$ cat src/rtl/word_reconstructor.sv
// Rebuilds 32-bit words from compressed tokens (match type, dictionary index, literal bytes)
// using a FIFO-replacement dictionary that tracks the compressor's own update rule.
module word_reconstructor #(
  parameter int DICT_DEPTH = 16,
  parameter int IDX_W      = $clog2(DICT_DEPTH)
) (
  input  logic             i_clk,
  input  logic             i_rst_n,
  input  logic             i_clear,
  input  logic             i_valid,
  output logic             o_ready,
  input  logic [1:0]       i_match_type,
  input  logic [IDX_W-1:0] i_dict_idx,
  input  logic [31:0]      i_literal,
  output logic             o_valid,
  input  logic             i_ready,
  output logic [31:0]      o_word,
  output logic             o_err,
  output logic [IDX_W:0]   o_dict_count
);

  localparam logic [IDX_W:0] FULL_CNT = (IDX_W+1)'(DICT_DEPTH);

  logic [31:0]           r_dict [DICT_DEPTH];
  logic [DICT_DEPTH-1:0] r_dvalid;
  logic [IDX_W-1:0]      r_wr_ptr;
  logic [IDX_W:0]        r_count;
  logic                  r_valid;
  logic [31:0]           r_word;
  logic                  r_err;

  logic                  w_accept;
  logic                  w_insert;
  logic [31:0]           w_dpart;
  logic                  w_miss;
  logic [31:0]           w_word;
  logic                  w_err;

  assign o_ready      = !i_clear && (!r_valid || i_ready);
  assign w_accept     = i_valid && o_ready;
  assign w_insert     = w_accept && (i_match_type != 2'd3);
  assign o_valid      = r_valid;
  assign o_word       = r_word;
  assign o_err        = r_err;
  assign o_dict_count = r_count;

  // Slots never written since reset/clear contribute zeros and flag the word as erroneous.
  always_comb begin
    w_miss  = !r_dvalid[i_dict_idx];
    w_dpart = w_miss ? 32'd0 : r_dict[i_dict_idx];
    w_word  = i_literal;
    w_err   = 1'b0;
    case (i_match_type)
      2'd1: begin
        w_word = {w_dpart[31:16], i_literal[15:0]};
        w_err  = w_miss;
      end
      2'd2: begin
        w_word = {w_dpart[31:8], i_literal[7:0]};
        w_err  = w_miss;
      end
      2'd3: begin
        w_word = w_dpart;
        w_err  = w_miss;
      end
      default: begin
        w_word = i_literal;
        w_err  = 1'b0;
      end
    endcase
  end

  always_ff @(posedge i_clk or negedge i_rst_n) begin
    if (!i_rst_n) begin
      r_valid  <= 1'b0;
      r_word   <= 32'd0;
      r_err    <= 1'b0;
      r_wr_ptr <= '0;
      r_count  <= '0;
      r_dvalid <= '0;
      for (int i = 0; i < DICT_DEPTH; i++) r_dict[i] <= 32'd0;
    end else if (i_clear) begin
      // Entry data is left in place; clearing the valid bits is enough to invalidate it.
      r_valid  <= 1'b0;
      r_err    <= 1'b0;
      r_wr_ptr <= '0;
      r_count  <= '0;
      r_dvalid <= '0;
    end else begin
      if (w_accept) begin
        r_valid <= 1'b1;
        r_word  <= w_word;
        r_err   <= w_err;
      end else if (i_ready) begin
        r_valid <= 1'b0;
      end
      if (w_insert) begin
        r_dict[r_wr_ptr]   <= w_word;
        r_dvalid[r_wr_ptr] <= 1'b1;
        r_wr_ptr           <= r_wr_ptr + 1'b1;
        if (r_count != FULL_CNT) r_count <= r_count + 1'b1;
      end
    end
  end

endmodule

$ cat config.mk
export PLATFORM = sky130hd
export DESIGN_NAME = word_reconstructor
export DESIGN_NICKNAME = d
export VERILOG_FILES = /design/src/rtl/word_reconstructor.sv
export SDC_FILE = /design/constraint.sdc
export NUM_CORES = 1
export LEC_CHECK = 0
export ABC_AREA = 0
export BUFFER_PORTS_ARGS = -buffer_cell sky130_fd_sc_hd__buf_2
export CORE_MARGIN = 4
export CORE_UTILIZATION = 47
export CTS_CLUSTER_SIZE = 28
export DETAILED_ROUTE_END_ITERATION = 10
export HOLD_SLACK_MARGIN = 0.06
export SYNTH_ARGS = -nofsm -noshare
export SYNTH_HDL_FRONTEND = slang
export SYNTH_SLANG_ARGS = --single-unit
$ cat constraint.sdc
create_clock -name i_clk -period 2.75 [get_ports i_clk]
set_input_delay 0.4125 -clock i_clk [delete_from_list [all_inputs] [get_ports i_clk]]
set_output_delay 0.4125 -clock i_clk [all_outputs]
set_load 0.02 [all_outputs]
==> summary.md <==
| Metric | Value |
|---|---|
| Clk root buf | `clkbuf_16` |
| Lkg Pwr | `roughly 13 nW` |
| WP buf/inv | `1` |
| Post-Place Worst Slack | `0.05747 ns` |
| Post-synth EDFFs | `0` |
| Layout Skew | `roughly 0.016 ns` |
| CP Cell Sequence | `nor2b_1 > a2111oi_1 > nor4_4 > buf_4 > o211ai_4 > a31oi_1` |
| Global route overflow | `0` |
| Final max-slew violation count | `0` |
| Post-synth top flop | `dfrtp_1` |
| TritonCTS clock tree | `built` |
| Die Footprint | `around 60000 um2` |
| Gate power share | `10.5%` |
| Fmax | `408.4 MHz` |
| Final Critical Period | `approximately 2.4 ns` |
| Global-route wire length before repair | `~110 mm` |
| Synth area leaders | `dfrtp_1 54%, mux4_2 11%, a31oi_1 8.0%, nor2_1 6.5%, a31oi_2 3.8%` |
| # IOs | `83` |
| # resized after CTS | `0` |
| Vias in the first global route | `18990` |
| Initial DRC Count | `1927` |
| Cell area after synthesis | `26400 um2` |
| Max stage delay on crit path | `0.58 ns` |
| Post-synth net total | `2389` |
| Drt via density | `around 6` |
| Kind of critical path | `flop to flop` |
| CP startpoint | `r_dvalid[0]` |
| Internal | `~0.014 W` |
| P_sw | `around 0.005 W` |
| H-tree depth | `2` |
| Synth warn | `0` |
| Tot Pwr | `0.01936 W` |
| Worst Path Arrival | `just under 3 ns` |
| CTS Hold Buffers Added | `2` |
| RePlAce Congestion | `between 0.7 and 0.8` |
| Setup TNS | `0 ns` |
| Peak VDD IR | `slightly below 500 uV` |
| CP top delay family | `compound AO/OA/AOI/OAI gates` |
| Pwr Density | `~660 nW/um2` |
| Die Ht | `between 200 and 250 um` |
| Hold Crit Class | `input port to flop` |
| Final setup viols | `0` |
| Asr flop ratio synth | `100.0%` |
| Fraction of layout cells with a size suffix above 1 | `21.95%` |
| Switch share | `roughly a quarter` |
| Reg clk slew, reported paths | `0.06 ns` |
| # diodes | `0` |
| CP required | `about 3.2 ns` |
| Slowest CP cell | `a2111oi_1` |
| Post-synthesis cell count | `roughly 2300` |
| Layout area overhead | `11.90%` |
| Final setup margin | `0.3017 ns` |
| Syn_area_per_cell | `11.28 um2` |
| Worst skew pair latency | `between 0.6 and 0.7 ns` |
| Tcrit/Tclk final | `between 80% and 90%` |
| Worst Setup Start Kind | `flop` |
| HPWL after DPL | `a little under 40 mm` |
| Clock sink total | `about 570` |
| Register area share after synthesis | `54.13%` |
| DRT Pass-1 Iters | `5` |
| Clk network pwr share | `between 40% and 50%` |
| Netlist cell types | `between 40 and 50` |
| Largest net degree at the start of global routing | `109` |
| Inst Count DP | `2996` |
| Chip Width | `between 200 and 250 um` |
| Standard-cell rows | `86` |
| Num CTS Buffers | `about 60` |
| Cell Count, Final, Fillers Out | `roughly 3100` |
| Dominant cell type by area after synthesis | `dfrtp_1` |
| Seq cells post-synth | `approximately 570` |
| Vias | `18750` |
| Core area | `55310 um2` |
| Post-CTS Setup Bufs | `0` |
| Worst-margin pin slew | `0.9307 ns` |
| Fillers | `a little under 5000` |
| DRC | `0` |
| Share of the synthesized area in the top cell type | `54.13%` |
| Most common cell after layout, fill and taps aside | `dfrtp_1` |
| Worst slew margin | `approximately 38%` |
| Total Wirelength | `about 70 mm` |
| Routed Antenna Nets | `0` |
| Gr usage total | `about a quarter` |
| Buffers on Ports | `82` |
| Final Hold Slack | `around 0.13 ns` |
| Crit end category | `flop` |
| Final hold vios | `0` |
| Hold path startpoint | `i_ready` |
| Reg2Reg Launch Point | `r_dvalid[0]` |
| Sequential share of power | `47.9%` |
| CTS max path bufs | `3` |
| Total Nets Final | `between 2000 and 2500` |
| Initial antenna violation count | `0` |
| Number of max-cap violations | `0` |
| RSZ-0062 raised after global routing | `no` |
| Status | `finished clean` |
| Starting Density | `a little under half` |
| Most frequent cells in the layout | `571 x dfrtp_1, 458 x nor2_1, 336 x a31oi_1` |
| Crit Path Max Fanout | `17` |
| DR WL/cell | `about 23 um` |
[stage by stage]
stage	util, %	area [um2]
6_report	53.41	29540
5_1_grt	53.41	29540
4_1_cts	53.41	29540
3_5_place_dp	49.84	27570
3_3_place_gp	49.84	27570
2_1_floorplan	-	26400
[path summary, 6_finish.rpt]
path                               end  slack, ns  cells after the start
hold reg to reg            r_dict[423]       0.48                      2
setup reg to reg            o_word[12]       0.30                      6
min in group asynchronous  r_dict[233]       0.26                      2
setup / recovery            o_word[12]       0.30                      6
max in group asynchronous  r_dict[148]       1.48                      3
hold / removal                 o_valid       0.13                      3
[logic make-up (layout without fill, tap and decap cells)]
kind of cell    count (synthesis)  in the layout  synth area share (%)
compound gates                648            648                 18.28
simple gates                  716            716                 10.88
buf+inv                       257            272                 4.977
flops                         571            571                 54.13
mux                           136            136                 11.26
fa+ha+maj                       6              6                0.2844
xor+xnor                        6              6                0.1991
[power groups by stage]
stage	clock (W)	sequential (W)	combinational (W)
floorplan	0	0.00941	0.00127
global placement	0	0.00937	0.00199
detailed placement	0	0.00941	0.00205
CTS	0.00824	0.00926	0.00205
global route	0.00859	0.00932	0.00224
finish	0.00806	0.00927	0.00203
[flip-flops by register name, indices dropped and copies added (netlist names)]
name	count
o_dict_count	5
r_dvalid	16
r_dict	512
o_valid	1
o_word	32
o_err	1
r_wr_ptr	4
[synthesized netlist by cell type (3+ instances only)]
cell and instances:
o21ai_0 128, nand2b_1 10, o211ai_2 3, xor2_1 4
o211ai_1 8, or3_1 4, ha_1 6, nand4_1 4
mux2_1 3, buf_6 32, and3_1 12, nor2_1 460
nor3_1 5, clkbuf_1 138, buf_2 51, o211ai_4 21
a22oi_1 64, inv_1 10, nor2b_1 6, mux2_2 4
a31oi_2 80, buf_4 12, buf_1 14, nand2_1 192
dfrtp_1 571, mux4_2 128, nand3_1 13, a31oi_1 336
[layout make-up]
cell class	instances	area (um2)	share of cell area, %
clock buffer	82	1755	5.943
sequential	571	14290	48.37
timing repair buffer	157	1455	4.926
multi-input combinational	1512	10870	36.79
tap	748	935.9	3.168
clock inverter	23	198.9	0.6735
inverter	10	37.54	0.1271
[worst reg2reg max path, delay by kind of cell (launching register included)]
family	cells	cell delay (ns)
simple gates	2	0.33
compound gates	3	1.34
buf+inv	1	0.25
flops	1	0.37
[routing by layer]
metal  wire [um]  GRT usage [%]  up-vias
met4        1989          7.132        0
met1       30080          33.11     9560
met2       34550          39.44      611
li1            -              -     8461
met5           0              0        -
met3        3954          3.026      119
Note: power is estimated with default switching activity, not from simulation.
